### config.mk
export PLATFORM = sky130hd
export DESIGN_NAME = hazard3_bus_arbiter_flat
export DESIGN_NICKNAME = d
export VERILOG_FILES = /design/src/rtl/hazard3_ahbl_pkg.sv /design/src/rtl/hazard3_bus_arbiter_if.sv /design/src/rtl/hazard3_rr_pick.sv /design/src/rtl/hazard3_bus_arbiter.sv /design/src/flat_wrapper.sv
export SDC_FILE = /design/constraint.sdc
export NUM_CORES = 1
export LEC_CHECK = 0
export BUFFER_PORTS_ARGS = -buffer_cell sky130_fd_sc_hd__buf_2
export CORE_AREA = 2 2 117 119
export DETAILED_ROUTE_END_ITERATION = 10
export DIE_AREA = 0 0 119 121
export GPL_TIMING_DRIVEN = 0
export SLEW_MARGIN = 20
export SYNTH_ARGS = -nofsm -noshare
export SYNTH_HDL_FRONTEND = slang
export SYNTH_SLANG_ARGS = --single-unit
### constraint.sdc
create_clock -name clk -period 3.6 [get_ports clk]
set_input_delay 0.72 -clock clk [delete_from_list [all_inputs] [get_ports clk]]
set_output_delay 0.72 -clock clk [all_outputs]
set_load 0.05 [all_outputs]
### src/rtl/hazard3_ahbl_pkg.sv
// AHB-Lite encodings and small helpers shared by the bus arbiter slice.
package hazard3_ahbl_pkg;

  localparam logic [1:0] HTRANS_IDLE   = 2'b00;
  localparam logic [1:0] HTRANS_NSEQ   = 2'b10;
  localparam logic [2:0] HBURST_SINGLE = 3'b000;
  localparam logic [3:0] HPROT_DATA    = 4'b0011;
  localparam logic [3:0] HPROT_INSTR   = 4'b0010;

  // A one-port arbiter still needs a 1-bit pointer so the port lists stay legal.
  function automatic int ptr_width(input int n);
    return (n > 1) ? $clog2(n) : 1;
  endfunction

endpackage

### src/rtl/hazard3_bus_arbiter_if.sv
// Requester-side split-phase handshake plus the shared AHB-Lite master port.
interface hazard3_bus_arbiter_if #(
  parameter int N_PORTS = 2,
  parameter int W_ADDR  = 32,
  parameter int W_DATA  = 32
);
  logic [N_PORTS-1:0]        req_aph_req;
  logic [N_PORTS-1:0]        req_aph_urgent;
  logic [N_PORTS-1:0]        req_aph_ready;
  logic [N_PORTS-1:0]        req_dph_ready;
  logic [N_PORTS-1:0]        req_dph_err;
  logic [N_PORTS*W_ADDR-1:0] req_haddr;
  logic [N_PORTS-1:0]        req_hwrite;
  logic [N_PORTS*3-1:0]      req_hsize;
  logic [N_PORTS*4-1:0]      req_hprot;
  logic [N_PORTS*W_DATA-1:0] req_wdata;
  logic [W_DATA-1:0]         req_rdata;

  logic [W_ADDR-1:0]         ahblm_haddr;
  logic                      ahblm_hwrite;
  logic [1:0]                ahblm_htrans;
  logic [2:0]                ahblm_hsize;
  logic [2:0]                ahblm_hburst;
  logic [3:0]                ahblm_hprot;
  logic                      ahblm_hmastlock;
  logic                      ahblm_hready;
  logic                      ahblm_hresp;
  logic [W_DATA-1:0]         ahblm_hwdata;
  logic [W_DATA-1:0]         ahblm_hrdata;

  // Environment view: requesters plus the fabric.
  modport master (
    output req_aph_req, req_aph_urgent, req_haddr, req_hwrite, req_hsize, req_hprot, req_wdata,
    output ahblm_hready, ahblm_hresp, ahblm_hrdata,
    input  req_aph_ready, req_dph_ready, req_dph_err, req_rdata,
    input  ahblm_haddr, ahblm_hwrite, ahblm_htrans, ahblm_hsize, ahblm_hburst, ahblm_hprot,
    input  ahblm_hmastlock, ahblm_hwdata
  );

  // Arbiter view.
  modport slave (
    input  req_aph_req, req_aph_urgent, req_haddr, req_hwrite, req_hsize, req_hprot, req_wdata,
    input  ahblm_hready, ahblm_hresp, ahblm_hrdata,
    output req_aph_ready, req_dph_ready, req_dph_err, req_rdata,
    output ahblm_haddr, ahblm_hwrite, ahblm_htrans, ahblm_hsize, ahblm_hburst, ahblm_hprot,
    output ahblm_hmastlock, ahblm_hwdata
  );
endinterface

### src/rtl/hazard3_rr_pick.sv
// Combinational round-robin picker: one-hot grant to the first request at or after ptr,
// wrapping N-1 -> 0; zero when nothing requests.
module hazard3_rr_pick #(
  parameter int N     = 2,
  parameter int W_PTR = 1
) (
  input  logic [N-1:0]     req,
  input  logic [W_PTR-1:0] ptr,
  output logic [N-1:0]     gnt
);

  logic found;

  // Pass p examines the port p places after ptr; constant j keeps the selects static.
  always_comb begin
    gnt   = '0;
    found = 1'b0;
    for (int p = 0; p < N; p++) begin
      for (int j = 0; j < N; j++) begin
        if (!found && req[j] && (j == (int'(ptr) + p) % N)) begin
          gnt[j] = 1'b1;
          found  = 1'b1;
        end
      end
    end
  end

endmodule

### src/rtl/hazard3_bus_arbiter.sv
// N-way round-robin arbiter with urgent override, sharing one AHB-Lite master port
// among split-phase requesters; a stalled address phase keeps its owner until accepted.
module hazard3_bus_arbiter
  import hazard3_ahbl_pkg::*;
#(
  parameter int N_PORTS = 2,
  parameter int W_ADDR  = 32,
  parameter int W_DATA  = 32
) (
  input logic                 clk,
  input logic                 rst,
  hazard3_bus_arbiter_if.slave bus
);

  localparam int W_PTR = ptr_width(N_PORTS);
  localparam logic [N_PORTS-1:0] ONE = N_PORTS'(1);

  logic               hold;
  logic               urg_prev;
  logic [N_PORTS-1:0] gnt_prev;
  logic [N_PORTS-1:0] dph_owner;
  logic [W_PTR-1:0]   rr_ptr;

  logic [N_PORTS-1:0] gnt;
  logic [N_PORTS-1:0] rr_gnt;
  logic [N_PORTS-1:0] urg_req;
  logic [N_PORTS-1:0] dph_live;
  logic               urg_path;
  logic [W_PTR-1:0]   rr_ptr_nxt;

  hazard3_rr_pick #(.N(N_PORTS), .W_PTR(W_PTR)) u_pick (
    .req (bus.req_aph_req),
    .ptr (rr_ptr),
    .gnt (rr_gnt)
  );

  assign urg_req  = bus.req_aph_req & bus.req_aph_urgent;
  assign dph_live = rst ? '0 : dph_owner;

  // urg_prev remembers how a held grant was won, so its eventual accept
  // advances the pointer only for round-robin wins.
  always_comb begin
    gnt      = '0;
    urg_path = 1'b0;
    if (rst) begin
      gnt = '0;
    end else if (hold) begin
      gnt      = gnt_prev;
      urg_path = urg_prev;
    end else if (|urg_req) begin
      gnt      = urg_req & (~urg_req + ONE);
      urg_path = 1'b1;
    end else begin
      gnt = rr_gnt;
    end
  end

  always_comb begin
    bus.ahblm_haddr  = '0;
    bus.ahblm_hwrite = 1'b0;
    bus.ahblm_hsize  = 3'b000;
    bus.ahblm_hprot  = 4'b0000;
    bus.ahblm_hwdata = '0;
    rr_ptr_nxt       = rr_ptr;
    for (int k = 0; k < N_PORTS; k++) begin
      if (gnt[k]) begin
        bus.ahblm_haddr  = bus.req_haddr[k*W_ADDR +: W_ADDR];
        bus.ahblm_hwrite = bus.req_hwrite[k];
        bus.ahblm_hsize  = bus.req_hsize[k*3 +: 3];
        bus.ahblm_hprot  = bus.req_hprot[k*4 +: 4];
        if (bus.ahblm_hready && !urg_path)
          rr_ptr_nxt = W_PTR'((k + 1) % N_PORTS);
      end
      if (dph_live[k])
        bus.ahblm_hwdata = bus.req_wdata[k*W_DATA +: W_DATA];
    end
  end

  assign bus.ahblm_htrans    = (|gnt) ? HTRANS_NSEQ : HTRANS_IDLE;
  assign bus.ahblm_hburst    = HBURST_SINGLE;
  assign bus.ahblm_hmastlock = 1'b0;
  assign bus.req_aph_ready   = {N_PORTS{bus.ahblm_hready}} & gnt;
  assign bus.req_dph_ready   = {N_PORTS{bus.ahblm_hready}} & dph_live;
  assign bus.req_dph_err     = {N_PORTS{bus.ahblm_hready & bus.ahblm_hresp}} & dph_live;
  assign bus.req_rdata       = bus.ahblm_hrdata;

  always_ff @(posedge clk) begin
    if (rst) begin
      hold      <= 1'b0;
      urg_prev  <= 1'b0;
      gnt_prev  <= '0;
      dph_owner <= '0;
      rr_ptr    <= '0;
    end else begin
      hold     <= bus.ahblm_htrans[1] && !bus.ahblm_hready;
      urg_prev <= urg_path;
      gnt_prev <= gnt;
      rr_ptr   <= rr_ptr_nxt;
      if (bus.ahblm_hready)
        dph_owner <= gnt;
    end
  end

endmodule

### src/flat_wrapper.sv
// flat-port wrapper written by rule: the top's interface ports become plain ports
module hazard3_bus_arbiter_flat import hazard3_ahbl_pkg::*;
#(
  parameter int N_PORTS = 2,
  parameter int W_ADDR  = 32,
  parameter int W_DATA  = 32
)
  (clk, rst, bus_req_aph_req, bus_req_aph_urgent, bus_req_haddr, bus_req_hwrite, bus_req_hsize, bus_req_hprot, bus_req_wdata, bus_ahblm_hready, bus_ahblm_hresp, bus_ahblm_hrdata, bus_req_aph_ready, bus_req_dph_ready, bus_req_dph_err, bus_req_rdata, bus_ahblm_haddr, bus_ahblm_hwrite, bus_ahblm_htrans, bus_ahblm_hsize, bus_ahblm_hburst, bus_ahblm_hprot, bus_ahblm_hmastlock, bus_ahblm_hwdata);
  hazard3_bus_arbiter_if #(.N_PORTS(N_PORTS), .W_ADDR(W_ADDR), .W_DATA(W_DATA)) bus_i ();
  input logic clk;
  input logic rst;
  input wire logic [$bits(bus_i.req_aph_req)-1:0] bus_req_aph_req;
  input wire logic [$bits(bus_i.req_aph_urgent)-1:0] bus_req_aph_urgent;
  input wire logic [$bits(bus_i.req_haddr)-1:0] bus_req_haddr;
  input wire logic [$bits(bus_i.req_hwrite)-1:0] bus_req_hwrite;
  input wire logic [$bits(bus_i.req_hsize)-1:0] bus_req_hsize;
  input wire logic [$bits(bus_i.req_hprot)-1:0] bus_req_hprot;
  input wire logic [$bits(bus_i.req_wdata)-1:0] bus_req_wdata;
  input wire logic [$bits(bus_i.ahblm_hready)-1:0] bus_ahblm_hready;
  input wire logic [$bits(bus_i.ahblm_hresp)-1:0] bus_ahblm_hresp;
  input wire logic [$bits(bus_i.ahblm_hrdata)-1:0] bus_ahblm_hrdata;
  output wire logic [$bits(bus_i.req_aph_ready)-1:0] bus_req_aph_ready;
  output wire logic [$bits(bus_i.req_dph_ready)-1:0] bus_req_dph_ready;
  output wire logic [$bits(bus_i.req_dph_err)-1:0] bus_req_dph_err;
  output wire logic [$bits(bus_i.req_rdata)-1:0] bus_req_rdata;
  output wire logic [$bits(bus_i.ahblm_haddr)-1:0] bus_ahblm_haddr;
  output wire logic [$bits(bus_i.ahblm_hwrite)-1:0] bus_ahblm_hwrite;
  output wire logic [$bits(bus_i.ahblm_htrans)-1:0] bus_ahblm_htrans;
  output wire logic [$bits(bus_i.ahblm_hsize)-1:0] bus_ahblm_hsize;
  output wire logic [$bits(bus_i.ahblm_hburst)-1:0] bus_ahblm_hburst;
  output wire logic [$bits(bus_i.ahblm_hprot)-1:0] bus_ahblm_hprot;
  output wire logic [$bits(bus_i.ahblm_hmastlock)-1:0] bus_ahblm_hmastlock;
  output wire logic [$bits(bus_i.ahblm_hwdata)-1:0] bus_ahblm_hwdata;
  assign bus_i.req_aph_req = bus_req_aph_req;
  assign bus_i.req_aph_urgent = bus_req_aph_urgent;
  assign bus_i.req_haddr = bus_req_haddr;
  assign bus_i.req_hwrite = bus_req_hwrite;
  assign bus_i.req_hsize = bus_req_hsize;
  assign bus_i.req_hprot = bus_req_hprot;
  assign bus_i.req_wdata = bus_req_wdata;
  assign bus_i.ahblm_hready = bus_ahblm_hready;
  assign bus_i.ahblm_hresp = bus_ahblm_hresp;
  assign bus_i.ahblm_hrdata = bus_ahblm_hrdata;
  assign bus_req_aph_ready = bus_i.req_aph_ready;
  assign bus_req_dph_ready = bus_i.req_dph_ready;
  assign bus_req_dph_err = bus_i.req_dph_err;
  assign bus_req_rdata = bus_i.req_rdata;
  assign bus_ahblm_haddr = bus_i.ahblm_haddr;
  assign bus_ahblm_hwrite = bus_i.ahblm_hwrite;
  assign bus_ahblm_htrans = bus_i.ahblm_htrans;
  assign bus_ahblm_hsize = bus_i.ahblm_hsize;
  assign bus_ahblm_hburst = bus_i.ahblm_hburst;
  assign bus_ahblm_hprot = bus_i.ahblm_hprot;
  assign bus_ahblm_hmastlock = bus_i.ahblm_hmastlock;
  assign bus_ahblm_hwdata = bus_i.ahblm_hwdata;
  hazard3_bus_arbiter #(.N_PORTS(N_PORTS), .W_ADDR(W_ADDR), .W_DATA(W_DATA)) u_core (.clk(clk), .rst(rst), .bus(bus_i));
endmodule
* Word level (Yosys, flattened, before mapping)
Index checks and enable logic that the tools add are counted.
** Cells by class
- Add/sub/neg operators :: 2
- Equal/unequal tests :: 1
- Muxes and demuxes :: 28
- Bitwise logic cells :: 8
- Reductions and logical operators :: 18
** Operators with widths (number)
- $mux 32 :: 4
- $logic_not 32->1 :: 2
- $mux 1 :: 15
- $and 2x2->2 :: 5
- $mux 2 :: 5
- $logic_and 1x1->1 :: 9
- $mux 4 :: 2
- $mux 3 :: 2
- $logic_not 1->1 :: 5
- $reduce_or 2->1 :: 2
- $add 2x1->2 const B :: 1
- $eq 2x2->1 const A :: 1
- $not 2->2 :: 1
- $add 1x1->1 const B :: 1
- $and 1x1->1 :: 1
- $and 1x1->1 const A :: 1
** Storage, ports and cells
- Register bits :: 7
- Input bits :: 184
- Output and inout bits :: 116
- Logic and storage cells :: 62

* Longest topological paths before layout
- Depth in word-level cells :: 21
- Gate-level depth with buffers :: 6
- Mapped depth without buffers :: 4

* Modules after synthesis
From an unflattened synthesis, not the netlist that was laid out.
** Second synthesis, totals
- Cells, all modules :: 166
- Area, all modules :: 1391.3 um2
** Modules (own cells, without submodules)
- hazard3_bus_arbiter :: times used 1, cells an instance 163, area each 1372.6 um2, sequential area each 140.1 um2
- hazard3_rr_pick :: times used 1, cells an instance 3, area each 18.8 um2, sequential area each 0.0 um2

* Worst setup path after synthesis
OpenSTA, ideal clock, no wires.
- Path type :: input to output
- Start :: input port bus_req_aph_urgent[1]
- End :: output port bus_ahblm_haddr[0]
- Data arrival time :: 2.102 ns
- Required time :: 2.880 ns
- Slack :: 0.778 ns
- Stages :: 5
- Buffers on the path :: 1
- Cells stage by stage :: or2_1 -> a221o_1 -> a21boi_4 -> buf_6 -> a22o_1
** Between the ends
- Cells in the longest elaborated chain, start to end :: 8
- Elaborated cells on any way between the ends :: 10
- Classes of those cells :: 1 x add/sub; 5 x mux; 3 x bitwise; 1 x reduce/logical
** RTL lines
- start: declaration :: line flat_wrapper.sv:13 : input wire logic [$bits(bus_i.req_aph_urgent)-1:0] bus_req_aph_urgent;
- $and 2x2->2 * :: line hazard3_bus_arbiter.sv:37 : assign urg_req = bus.req_aph_req & bus.req_aph_urgent;
- $not 2->2 :: line hazard3_bus_arbiter.sv:51 : gnt = urg_req & (~urg_req + ONE);
- $add 2x1->2 :: line hazard3_bus_arbiter.sv:51
- $and 2x2->2 :: line hazard3_bus_arbiter.sv:51
- $mux 2 * :: line hazard3_bus_arbiter.sv:50 : end else if (|urg_req) begin
- $mux 2 * :: line hazard3_bus_arbiter.sv:47 : end else if (hold) begin
- $mux 2 * :: line hazard3_bus_arbiter.sv:45 : if (rst) begin
- $mux 32 * :: line hazard3_bus_arbiter.sv:66 : if (gnt[k]) begin
- end: declaration :: line flat_wrapper.sv:26 : output wire logic [$bits(bus_i.ahblm_haddr)-1:0] bus_ahblm_haddr;
Every way passes the cells marked *; elsewhere a longest branch is shown, timed or not.

* Worst setup path after layout
- Start :: input port rst
- End :: output port bus_ahblm_hwdata[25]
** Between the ends
- Cells in the longest elaborated chain, start to end :: 3
** RTL lines
- start: declaration :: line flat_wrapper.sv:11 : input logic rst;
- $mux 2 * :: line hazard3_bus_arbiter.sv:38 : assign dph_live = rst ? '0 : dph_owner;
- $mux 32 :: line hazard3_bus_arbiter.sv:74 : if (dph_live[k])
- $mux 32 * :: line hazard3_bus_arbiter.sv:74
- end: declaration :: line flat_wrapper.sv:33 : output wire logic [$bits(bus_i.ahblm_hwdata)-1:0] bus_ahblm_hwdata;
Marked as above.

==> results.py <==
metrics = {
    "run_status": {
        "status": "complete, no violations",
    },
    "floorplan": {
        "placementRows": 42,
        "dieHeight_um": 121,
        "io_pins": 300,
        "core_sq_um": 13100,
        "dieArea_sq_um": 14400,
        "die_x_um": 119,
        "start_util_pct": 10.6,
    },
    "synthesis": {
        "netlist_area_sq_um": 1390,
        "yosysTopAreaCell": "a22o_1",
        "ys.flop_type": "dfxtp_1",
        "synth_top_family_by_area": "compound AO/OA/AOI/OAI gates",
        "ys_seq_elements": 7,
        "ys.warnings.count": 0,
        "ys_seq_area_share_pct": 10.1,
        "yosys.area_share.simple_pct": 6.77,
        "avgSynthCellArea_sq_um": 8.35,
        "synth-xor-area-share_pct": 0,
        "yosys-top-cells-area": "a22o_1, buf_4, dfxtp_1",
        "synthAdderAreaFrac_pct": 0,
        "synth_top_area_share_pct": 45.5,
        "yosysMostFrequentCell": "a22o_1",
        "yosys-top-cells-count": "a22o_1, buf_4, buf_2, dfxtp_1, clkbuf_1",
        "synthMuxAreaShare_pct": 1.53,
        "synth_cell_types": 27,
        "synth_cells": 166,
        "async_reset_ff_share_pct": 0,
        "synth_compound_area_share_pct": 52.5,
        "synth_edf_count": 0,
    },
    "final_layout": {
        "n_fill_cell": 1484,
        "diodes": 0,
        "design_area_sq_um": 3000,
        "final_layout_size_suffix_gt1_share_pct": 73.0,
        "nets": 619,
        "area_growth_pct": 117,
        "final_util_pct": 22.9,
    },
    "clock_tree": {
        "cts_setup_buffers": 0,
        "clk_pin_slew_ns": 0.04,
        "tritoncts": "done",
        "htreeDepth": 1,
        "clock_sinks": 7,
        "hold_buffers": 0,
        "cts_resized": 0,
        "clock_path_buffers": 2,
        "cts_buffers": 3,
        "worstSkewPairLatency_ns": 0.23,
        "cts_root_buffer": "clkbuf_16",
    },
    "route": {
        "ant_nets": 0,
        "via_count": 2338,
        "drt_first_pass_iters": 4,
        "vias_per_cell": 3.83,
        "drc": 0,
        "routedWlPerCell_um": 12.2,
        "first_iter_violations": 72,
        "routed_wl_um": 7440,
    },
    "grt": {
        "grt_pass1_wl_um": 10400,
        "antenna_found_initial": 0,
        "grt_max_degree": 11,
        "grtUsageTotal_pct": 8.89,
        "grt_overflow": 0,
        "grt_pass1_vias": 2047,
    },
    "sta": {
        "fin_crit_sh_pct": 86.6,
        "skew_ns": 0.00190,
        "rsz0062_at_grt": "no",
        "maxClockFrequency_mhz": 321,
        "layout_min_cycle_time_ns": 3.12,
        "hold_viol_final": 0,
        "setup_viol": 0,
        "fin_hold_ws_ns": 0.517,
        "setup_tns_ns": 0,
        "slew_violations": 0,
    },
    "place": {
        "port_buffers": 260,
        "hpwl_um": 6560,
        "gp_congestion": 0.788,
        "placed_cell_area_sq_um": 2920,
    },
    "critical_path": {
        "critPathLaunchType": "input port",
        "critPathMaxStageDelay_ns": 0.40,
        "end_kind": "output pin",
        "cp_max_fo": 10,
        "cp_cell_sequence": "clkbuf_1 > inv_1 > nand2_1 > nor2_1 > buf_2 > a22o_1 > buf_2",
        "slowest_stage": "nor2_1",
        "crit_required_ns": 2.88,
        "crit_path_frequent_cell": "buf_2",
        "critical_path_class": "input port to output pin",
        "crit_family": "buffers and inverters",
        "cp.arrival_ns": 2.40,
        "rrSetupSlack_ns": 2.03,
        "critPathBufInv": 4,
    },
    "power_and_ir_drop": {
        "ir_drop_mv": 0.123,
        "cellPowerDensity_nw_per_um2": 278,
        "p_leak_uw": 0.00183,
    },
    "run": {
        "drv.max_cap_violation_count": 0,
    },
    "worst_hold_path": {
        "min_path_type": "flip-flop to flip-flop",
    },
}
-- sequential cells by signal (all words and copies together) (netlist names) --
name and cells:
u_core.dph_owner 2, u_core.gnt_prev 2, u_core.hold 1, u_core.rr_ptr 1, u_core.urg_prev 1
-- report_power, final --
group          switching [uW]  internal (uW)
clock                    40.3            147
combinational             378            183
sequential               1.80           82.7
total                     420            413
-- cells by family after synthesis --
logic type,count (synthesis)
AO/OA/AOI/OAI,83
buffers and inverters,57
AND/OR/NAND/NOR,16
flip-flops,7
multiplexers,2
other,1
-- final timing paths --
path,start,end,cells after the start
hold reg to reg,u_core.dph_owner[0]$_SDFFE_PP0P_,u_core.dph_owner[0]$_SDFFE_PP0P_,2
setup reg to reg,u_core.hold$_SDFF_PP0_,u_core.gnt_prev[1]$_SDFF_PP0_,5
hold / removal,u_core.dph_owner[0]$_SDFFE_PP0P_,u_core.dph_owner[0]$_SDFFE_PP0P_,2
setup / recovery,rst,bus_ahblm_hwdata[25],7
-- per-layer routing --
metal | GRT usage (%) | share of wire (%) | wire [um]
met5 | 0 | 0 | 0
met4 | 0.818 | 0.16 | 12
met3 | 2.16 | 8.8 | 654
met2 | 14.7 | 50 | 3690
met1 | 12.1 | 41 | 3080
-- worst register-to-register path: stages (launching register included) --
cell	delay, ns
dfxtp_1	0.30
buf_6	0.13
nor3b_2	0.25
nand2_1	0.15
a21oi_2	0.34
buf_2	0.32
-- per-stage QoR --
step / worst slack, ns / total power (uW) / instances
4_1_cts: 0.459 / 838 / 610
3_3_place_gp: 0.445 / 646 / 606
2_1_floorplan: 0.778 / 479 / 170
3_5_place_dp: 0.459 / 646 / 606
6_report: 0.482 / 833 / 610
5_1_grt: 0.285 / 870 / 610
-- layout make-up --
class	count	area (sq um)	share of cell area, %
sequential	7	140	4.67
multi-input combinational	106	862	28.7
tap	176	220	7.34
buffer	55	392	13.0
clock buffer	4	78.8	2.63
inverter	2	7.51	0.250
timing repair buffer	260	1300	43.4
-- placed cells by master, fill, tap and decap left out, drive strengths merged, types with 2 or more instances in the layout --
master  count
buf       309
a22o       72
clkbuf     10
dfxtp       7
conb        5
nand2       3
nor2        3
and3        3
nor3b       3
inv         2
a221o       2
and2        2
a31oi       2
a21oi       2
a211oi      2
Note: power is estimated with default switching activity, not from simulation.
